[config.mk]
export PLATFORM = sky130hd
export DESIGN_NAME = conv_encoder_punct
export DESIGN_NICKNAME = d
export VERILOG_FILES = /design/src/rtl/conv_encoder_punct.sv
export SDC_FILE = /design/constraint.sdc
export NUM_CORES = 1
export LEC_CHECK = 0
export ABC_AREA = 1
export CORE_MARGIN = 1
export CORE_UTILIZATION = 45
export CTS_BUF_LIST = sky130_fd_sc_hd__clkbuf_4 sky130_fd_sc_hd__clkbuf_8
export DETAILED_ROUTE_END_ITERATION = 12
export GPL_ROUTABILITY_DRIVEN = 0
export PLACE_DENSITY = 0.78
export SETUP_SLACK_MARGIN = 0.3
export SLEW_MARGIN = 25
export SYNTH_ARGS = -nofsm -noshare
export SYNTH_HDL_FRONTEND = slang
export SYNTH_SLANG_ARGS = --single-unit
[constraint.sdc]
create_clock -name clk_i -period 1.9 [get_ports clk_i]
set_input_delay 0.38 -clock clk_i [delete_from_list [all_inputs] [get_ports clk_i]]
set_output_delay 0.38 -clock clk_i [all_outputs]
set_load 0.01 [all_outputs]
[src/rtl/conv_encoder_punct.sv]
// rtl/conv_encoder_punct.sv - K=7 rate-1/2 convolutional encoder with 2/3 and 3/4 puncturing
// One data bit in per handshake, one coded bit out per clock.
module conv_encoder_punct #(
  parameter logic [6:0] GEN_A = 7'o133,
  parameter logic [6:0] GEN_B = 7'o171
) (
  input  logic       clk_i,
  input  logic       rst_i,
  input  logic       start_i,
  input  logic [1:0] rate_i,
  input  logic       in_i,
  input  logic       in_valid_i,
  output logic       in_ready_o,
  output logic       out_o,
  output logic       out_valid_o
);

  logic [5:0] sr_q, sr_d;
  logic [1:0] phase_q, phase_d;
  logic       cnt_q, cnt_d;
  logic       pend_q, pend_d;
  logic       out_q, out_d;
  logic       out_valid_q, out_valid_d;

  logic [1:0] period;
  logic [1:0] eff_phase;
  logic [1:0] phase_inc;
  logic [1:0] next_phase;
  logic       coded_a;
  logic       coded_b;
  logic       accept;

  always_comb begin
    case (rate_i)
      2'b01:   period = 2'd2;
      2'b10:   period = 2'd3;
      default: period = 2'd1;
    endcase
  end

  // A phase left over from a mid-field rate change restarts the pattern.
  assign eff_phase  = (phase_q >= period) ? 2'd0 : phase_q;
  assign phase_inc  = eff_phase + 2'd1;
  assign next_phase = (phase_inc == period) ? 2'd0 : phase_inc;

  assign coded_a = ^(GEN_A & {in_i, sr_q});
  assign coded_b = ^(GEN_B & {in_i, sr_q});

  assign in_ready_o = !cnt_q && !start_i;
  assign accept     = in_valid_i && in_ready_o;

  always_comb begin
    sr_d        = sr_q;
    phase_d     = phase_q;
    cnt_d       = cnt_q;
    pend_d      = pend_q;
    out_d       = out_q;
    out_valid_d = 1'b0;
    if (start_i) begin
      sr_d    = '0;
      phase_d = '0;
      cnt_d   = 1'b0;
    end else if (cnt_q) begin
      out_d       = pend_q;
      out_valid_d = 1'b1;
      cnt_d       = 1'b0;
    end else if (accept) begin
      sr_d        = {in_i, sr_q[5:1]};
      phase_d     = next_phase;
      out_valid_d = 1'b1;
      if (period == 2'd3 && eff_phase == 2'd2) begin
        out_d = coded_b;
      end else if (eff_phase == 2'd1) begin
        out_d = coded_a;
      end else begin
        out_d  = coded_a;
        pend_d = coded_b;
        cnt_d  = 1'b1;
      end
    end
  end

  always_ff @(posedge clk_i or posedge rst_i) begin
    if (rst_i) begin
      sr_q        <= '0;
      phase_q     <= '0;
      cnt_q       <= 1'b0;
      pend_q      <= 1'b0;
      out_q       <= 1'b0;
      out_valid_q <= 1'b0;
    end else begin
      sr_q        <= sr_d;
      phase_q     <= phase_d;
      cnt_q       <= cnt_d;
      pend_q      <= pend_d;
      out_q       <= out_d;
      out_valid_q <= out_valid_d;
    end
  end

  assign out_o       = out_q;
  assign out_valid_o = out_valid_q;

endmodule
==> flow_summary.toml, run 1 <==
[logic_synthesis]
synthArstFlopShare = 1.00
ys_ff_latch = 12
synth_top_area_cell = "dfrtp_1"
synth_top_area_frac = 0.400
syn_inst = 98
synth_common_cells = "nand2_1, inv_1, dfrtp_1"
synth_nets = 111
yosysWarningCount = 0
ys.flop_type = "dfrtp_1"
ys_seq_area_frac = 0.400
synth_most_common_cell = "nand2_1"
syn_area_um2 = 751
ys_types = 18
syn_avg_cell_area_um2 = 7.66
ys_top_cells_by_area = "dfrtp_1, nand2_1, ha_1"
synth_edf_count = 0

[sta]
rsz0062_at_grt = "yes"
min_period_over_period = 0.973
max_freq_ghz = 0.541
fin_skew_ps = 4.66
setup_viol = 0
fin_ws_ps = 51.9
slew_headroom = 0.696
holdWs_ps = 412
finalHoldViolCount = 0
drv_slew = 0
period_needed_ps = 1850
worstMarginPinSlew_ps = 456

[global_route]
grt_max_degree = 13
grt_pass1_vias = 654
gr-total-overflow = 0
grt_pass1_wl_um = 2700
grt_use_total = 0.199
antenna_found_initial = 0

[clocking]
root_buffer = "clkbuf_4"
clkLatencyLatePin_ps = 270
cts_tree = "done"
cts_buffer_depth = 2
numClockSinks = 12
cts_buffers = 3
htreeDepth = 1
clk_pin_slew_ps = 70

[drt]
drt-initial-drc-count = 8
vias = 680
firstDrtPassIters = 4
wire_per_inst_um = 11.4
vias_per_cell = 5.00
routed_wl_um = 1550
drc = 0
ant_nets = 0

[floorplanning]
core_area_mm2 = 0.00152
start_util = 0.493
die_y_um = 42.8
die_x_um = 42.8
fp-row-count = 14
design.die.area_mm2 = 0.00184
ios = 10

[placement]
portBuffers = 9
pre_cts_slack_ps = -697
hpwl_um = 1160

[worst_setup_path]
worstSetupEndpointType = "register"
path_class = "in -> reg"
crit_required_ps = 2060
cp_cell_sequence = "buf_6, buf_12, inv_12, ha_4, inv_4, ha_4, inv_2, nand2_2, a21oi_4, nand2_4, ha_4, xnor2_2, nand3_2, nand2_1, nand2_1"
crit_top_cell = "ha_4"
cp.arrival_ps = 2000
cpPeakStageDelay_ps = 280
crit_family = "adder cells"
cp-start-kind = "input pin"
cp_max_fo = 4
critPathSlowestCell = "ha_4"
crit_buf_inv = 5

[job]
drv_cap = 0

[final_layout]
fin_nets = 135
layout-drive-gt1-share = 0.400
n_antenna_cell = 0
area_delta_synth_final_pct = 46.3

[pwr]
power_density_mw_per_mm2 = 671
ir_worst_vdd_v = 0.000554
p_leak_uw = 0.000552

[min_path]
min_path_type = "in -> async"

[outcome]
outcome = "complete, no violations"
final timing paths:
check / startpoint / endpoint / slack [ps] / depth (start not counted)
setup / recovery: rate_i[1] / phase_q[1]$_DFFE_PP0P_ / 50 / 15
hold / removal: rst_i / pend_q$_DFFE_PP0P_ / 410 / 2
setup reg to reg: phase_q[0]$_DFFE_PP0P_ / phase_q[1]$_DFFE_PP0P_ / 100 / 11
hold reg to reg: out_o$_DFFE_PP0P_ / out_o$_DFFE_PP0P_ / 480 / 2
max in group asynchronous: rst_i / phase_q[0]$_DFFE_PP0P_ / 1170 / 2
min in group clk_i: out_o$_DFFE_PP0P_ / out_o$_DFFE_PP0P_ / 480 / 2
cell type report:
| class | instances | area [um^2] |
|---|---|---|
| fillers | 108 | 425 |
| multi-input cells | 65 | 487 |
| inverters | 21 | 95.1 |
| well taps | 16 | 20.0 |
| repair buffers | 19 | 174 |
| clock buffers | 3 | 22.5 |
| flip-flops and latches | 12 | 300 |
placed cells by master, fill, tap and decap left out, types with 3 or more instances in the layout:
cell type        Yosys  routed
clkbuf_4             0       3
dfrtp_1             12      12
inv_1               16      10
nand2_1             30      26
inv_2                4       8
ha_4                 0       5
nand3_1             10       6
nand2_2              1       4
buf_4                0       9
nand3_2              0       4
o22ai_1              6       6
nor2_1               4       4
clkdlybuf4s50_1      0       5
sequential cells by signal, summed over array words and instances, names as in the netlist:
register	flops
pend_q	1
sr_q	6
out_valid_o	1
phase_q	2
cnt_q	1
out_o	1
metrics by stage:
stage               TNS, ps  area (um^2)  total power, uW   util  instances
floorplan                 0          838              451      -         98
global placement      -2860         1010              528  0.660        129
detailed placement    -3090         1010              537  0.660        129
CTS                       0         1080              729  0.708        135
global route           -103         1100              794  0.721        136
finish                    0         1100              737  0.721        136
layer usage:
metal  vias up  routed length, um  global-route usage
met5         -                  0                   0
met4         0                 20              0.0375
met3         2                 71              0.0766
met2        14                750               0.312
met1       309                704               0.262
li1        355                  -                   -
power breakdown:
group,total [uW],switching [uW],internal (uW)
Clock,150,77.2,73.3
Combinational,289,143,146
Sequential,297,17.0,280
worst register-to-register path, delay by kind of cell, from the launching register on:
kind,cells,cell delay (ps)
AOI/OAI and AO/OA,1,190
buffers and inverters,2,150
adders and majority gates,2,490
and+or+nand+nor,5,370
DFF,1,390
xor gates and xnor gates,1,100
cells by family after synthesis:
kind of cell / synth area share
AO/OA/AOI/OAI: 0.0783
XOR/XNOR: 0.0117
adder cells (fa/ha/maj): 0.100
buffers and inverters: 0.105
flip-flops: 0.400
AND/OR/NAND/NOR: 0.305
repair_timing:
item / CTS / global route
setup buffers: 3 / 1
pin swaps: 13 / 5
setup endpoints to repair: 6 / 5
hold buffers: 0 / 0
gates resized for setup: 20 / 3
Note: power is estimated with default switching activity, not from simulation.
==> inputs of run 2 (changes only) <==
CORE_UTILIZATION = 35   (was 45)
PLACE_DENSITY = 0.65   (was 0.78)
==> flow_summary.toml, run 2 (synthesis results as in run 1) <==
[outcome]
outcome = "complete, no violations"

[drt]
vias_per_cell = 4.67
drt-initial-drc-count = 16
routed_wl_um = 1540
firstDrtPassIters = 4
vias = 691
wire_per_inst_um = 10.4
ant_nets = 0
drc = 0

[worst_setup_path]
worstSetupEndpointType = "register"
r2r_start = "phase_q[0]$_DFFE_PP0P_"
r2r_end = "phase_q[0]$_DFFE_PP0P_"
crit_top_cell = "ha_4"
critPathSlowestCell = "ha_4"
cpPeakStageDelay_ps = 200
cp_cell_sequence = "buf_6, buf_12, inv_12, ha_4, inv_4, ha_4, inv_2, nand2_2, a21oi_4, nand2_2, inv_2, ha_4, xnor2_2, nand3_2, nand3_1, nand2_1"
reg2reg_depth = 12
cp_max_fo = 2
path_class = "in -> reg"
cp-start-kind = "input pin"
regToRegSetupSlack_ps = 70
cp.arrival_ps = 2030
crit_required_ps = 2070

[pwr]
p_int_uw = 534
pwr-share-comb = 0.356
power_uw = 775
power.switching_uw = 241
power_density_mw_per_mm2 = 686
netSwitchingFraction = 0.311
seqPwrFrac = 0.384
p_leak_uw = 0.000569
clkPwrFrac = 0.260
ir_worst_vdd_v = 0.000451

[floorplanning]
fp-row-count = 16
ios = 10
die_y_um = 48.3
core_area_mm2 = 0.00198
design.die.area_mm2 = 0.00233
start_util = 0.379
die_x_um = 48.3

[clocking]
root_buffer = "clkbuf_4"
cts_buffer_depth = 2
cts_buffers = 3
numClockSinks = 12
htreeDepth = 1
clk_pin_slew_ps = 70
clkLatencyLatePin_ps = 270
cts_tree = "done"

[sta]
min_period_over_period = 0.981
fin_skew_ps = 2.32
slew_headroom = 0.686
fin_ws_ps = 36.3
max_freq_ghz = 0.537
rsz0062_at_grt = "yes"
finalHoldViolCount = 0
period_needed_ps = 1860
worstMarginPinSlew_ps = 470
setup_viol = 0
drv_slew = 0

[final_layout]
multi_input_area_um2 = 489
seq_area_um2 = 300
largest_register_ffs = 6
area_delta_synth_final_pct = 50.5
n_antenna_cell = 0
reg_top3 = "sr_q: 6 flops, phase_q: 2 flops"
final_area_mm2 = 0.00113
final_cell_mix = "nand2_1, dfrtp_1, inv_1, buf_4, inv_2"
layout-drive-gt1-share = 0.388
final_common_cell = "nand2_1"
fin_nets = 135
top_register = "sr_q"
n_fill_cell = 169

[global_route]
gr-total-overflow = 0
grt_pass1_vias = 669
antenna_found_initial = 0
grt_max_degree = 13
grt_pass1_wl_um = 2660
grt_use_total = 0.149

[placement]
pre_cts_slack_ps = -736
hpwl_um = 1120
portBuffers = 9
dpl-instance-area_mm2 = 0.00101

[job]
drv_cap = 0

[min_path]
min_path_type = "in -> async"
-- run 2: cell types whose count changed in the layout (fill, tap and decap cells not counted) --
cell and delta:
clkbuf_8 +1, clkinv_1 +1, inv_4 +1, nand2_2 -2
nand2_4 +1, clkinv_2 -1, inv_2 -1, nand2_1 +1
-- run 2: power groups by stage --
stage / Clock (uW) / Combinational [uW] / Sequential, uW
global route: 224 / 307 / 300
finish: 201 / 276 / 297
CTS: 208 / 270 / 297
floorplan: 0 / 149 / 303
global placement: 0 / 221 / 302
detailed placement: 0 / 227 / 304
-- run 2: area by class of cell --
| type | instances | share of cell area |
|---|---|---|
| Inverter | 21 | 0.0853 |
| Multi-Input combinational cell | 65 | 0.433 |
| Clock buffer | 4 | 0.0321 |
| Tap cell | 27 | 0.0299 |
| Sequential cell | 12 | 0.266 |
| Timing Repair Buffer | 19 | 0.154 |
-- run 2: critical path, delay by kind of cell --
| family | cells | cell delay (ps) |
|---|---|---|
| AO/OA/AOI/OAI | 1 | 190 |
| buffers and inverters | 6 | 410 |
| AND/OR/NAND/NOR | 5 | 370 |
| XOR/XNOR | 1 | 150 |
| adder cells (fa/ha/maj) | 3 | 530 |
-- run 2: worst max-delay path by stage --
stage / start / endpoint / slack, ps / cells after the start
after floorplan: rate_i[1] / phase_q[0]$_DFFE_PP0P_ / 50 / 14
after global placement: rate_i[1] / phase_q[0]$_DFFE_PP0P_ / -680 / 16
after detailed placement: rate_i[1] / phase_q[0]$_DFFE_PP0P_ / -740 / 16
after CTS: rate_i[1] / phase_q[0]$_DFFE_PP0P_ / 60 / 15
after global routing: rate_i[1] / phase_q[0]$_DFFE_PP0P_ / -70 / 16
final: rate_i[1] / phase_q[0]$_DFFE_PP0P_ / 40 / 16
-- run 2: repair_timing --
action                     4_1_cts  5_1_grt
setup endpoints to repair        6        5
buffers inserted                 3        2
hold buffers                     0        0
pin swaps                       16        4
gates resized for setup         21        2
-- run 2: stage by stage --
stage / hold slack [ps] / cells / util / TNS (ps)
after global placement: 467 / 139 / 0.511 / -2890
after detailed placement: 482 / 139 / 0.511 / -3140
after CTS: 426 / 146 / 0.557 / 0
after global routing: 471 / 148 / 0.570 / -217
final: 412 / 148 / 0.570 / 0
after floorplan: 245 / 98 / - / 0
-- run 2: metal layers --
metal / vias to the layer above / wire, um / track usage
met5: - / 0 / 0
met4: 0 / 13 / 0.0441
met3: 2 / 66 / 0.0503
met2: 17 / 772 / 0.270
met1: 315 / 689 / 0.163
li1: 357 / - / -
==> inputs of run 3 (changes only) <==
GPL_TIMING_DRIVEN = 0   (was default)
==> flow_summary.toml, run 3 (synthesis results as in run 1) <==
[clocking]
root_buffer = "clkbuf_4"
cts_tree = "done"
clk_pin_slew_ps = 70
ctsHoldBuffers = 0
cts_buffer_depth = 2
clkLatencyLatePin_ps = 270
htreeDepth = 1
cts_buffers = 3
numClockSinks = 12

[worst_setup_path]
crit_end = "phase_q[1]$_DFFE_PP0P_"
cp-start-kind = "register"
r2r_start = "phase_q[0]$_DFFE_PP0P_"
r2r_end = "phase_q[1]$_DFFE_PP0P_"
cp_max_fo = 2
worstSetupEndpointType = "register"
crit_required_ps = 2060
startpoint = "phase_q[0]$_DFFE_PP0P_"
path_class = "reg -> reg"
cp.arrival_ps = 1930
reg2reg_depth = 12
regToRegSetupSlack_ps = 130

[global_route]
grt_pass1_vias = 628
gr-total-overflow = 0
grt_use_total = 0.146
antenna_found_initial = 0
grt_max_degree = 13
grt_pass1_wl_um = 2550

[pwr]
pwr-share-comb = 0.371
ir_worst_vdd_v = 0.000362
power.switching_uw = 229
power_density_mw_per_mm2 = 670
netSwitchingFraction = 0.321
seqPwrFrac = 0.416
p_int_uw = 485
clkPwrFrac = 0.212
p_leak_uw = 0.000535

[sta]
setup_viol = 0
period_needed_ps = 1770
fin_skew_ps = 8.40
finalSetupTns_ps = 0
drv_slew = 0
slew_headroom = 0.693
finalHoldViolCount = 0
min_period_over_period = 0.933
worstMarginPinSlew_ps = 461
fin_ws_ps = 127
max_freq_ghz = 0.564
holdWs_ps = 413
rsz0062_at_grt = "yes"

[final_layout]
reg_top3 = "sr_q: 6 flops, phase_q: 2 flops"
n_antenna_cell = 0
stdcell_count = 141
final_common_cell = "nand2_1"
area_delta_synth_final_pct = 42.0
final_cell_mix = "nand2_1, dfrtp_1, inv_1, inv_2, nand3_1"
fin_nets = 129
layout-drive-gt1-share = 0.333
largest_register_ffs = 6
top_register = "sr_q"

[floorplanning]
design.die.area_mm2 = 0.00233
die_x_um = 48.3
fp-row-count = 16
ios = 10
core_area_mm2 = 0.00198
start_util = 0.379
die_y_um = 48.3

[min_path]
min_path_type = "in -> async"

[drt]
dr_wl_met2_um = 769
vias_per_cell = 4.66
route.met3.wl_um = 64
ant_nets = 0
wire_per_inst_um = 10.5
routed_wl_um = 1480
drt-initial-drc-count = 9
highest_layer = "met4"
vias = 657
firstDrtPassIters = 4
drc = 0
wl_met1_um = 631

[placement]
portBuffers = 9
pre_cts_slack_ps = -811
dp_cells = 134
hpwl_um = 1130

[job]
drv_cap = 0

[outcome]
outcome = "complete, no violations"
-- run 3: changes by cell type in the layout (fill, tap and decap cells not counted), sizes merged --
| cell | before | now |
|---|---|---|
| dlygate4sd2 | 1 | 2 |
| clkbuf | 4 | 3 |
| clkdlybuf4s15 | 1 | 0 |
| buf | 12 | 6 |
-- run 3: repair_timing --
action,4_1_cts,5_1_grt
setup endpoints to repair,6,4
setup buffers,2,2
gates resized for setup,27,0
gates cloned,0,0
pin swaps,13,3
-- run 3: worst min-delay path by stage --
stage | cells past startpoint | end | slack, ps
after global routing | 2 | sr_q[2]$_DFFE_PP0P_ | 460
after detailed placement | 2 | out_o$_DFFE_PP0P_ | 470
final | 2 | sr_q[5]$_DFFE_PP0P_ | 410
after CTS | 2 | cnt_q$_DFF_PP0_ | 430
after global placement | 2 | out_o$_DFFE_PP0P_ | 470
after floorplan | 1 | cnt_q$_DFF_PP0_ | 240
-- run 3: power by group through the flow --
stage,combinational (uW),clock (uW),sequential [uW]
global route,293,169,300
floorplan,149,0,303
detailed placement,212,0,303
CTS,256,158,297
finish,265,152,297
global placement,205,0,302
-- run 3: through the flow --
stage | area (um^2) | utilization | power (uW)
after floorplan | 838 | - | 451
after global placement | 962 | 0.485 | 507
after detailed placement | 962 | 0.485 | 515
after CTS | 1050 | 0.530 | 712
after global routing | 1070 | 0.538 | 762
final | 1070 | 0.538 | 714
-- run 3: metal layers --
metal  GRT usage  vias up
met5           0        -
met4      0.0588        0
met3      0.0629        2
met2       0.244       11
met1       0.163      306
li1            -      338
-- run 3: worst max-delay path, cell delays in order (launching register included) --
cell	delay (ps)
dfrtp_1	390
inv_2	70
ha_4	200
inv_2	40
nand2_2	50
a21oi_4	190
nand2_2	90
inv_2	70
ha_4	200
xnor2_2	120
nand3_1	100
nand2_1	80
nand2_1	50
-- run 3: cell type report --
cell class / count / area [um^2]
Inverter: 21 / 98.8
Fill cell: 181 / 916
Multi-Input combinational cell: 65 / 482
Clock buffer: 3 / 22.5
Tap cell: 27 / 33.8
Timing Repair Buffer: 13 / 129
Sequential cell: 12 / 300
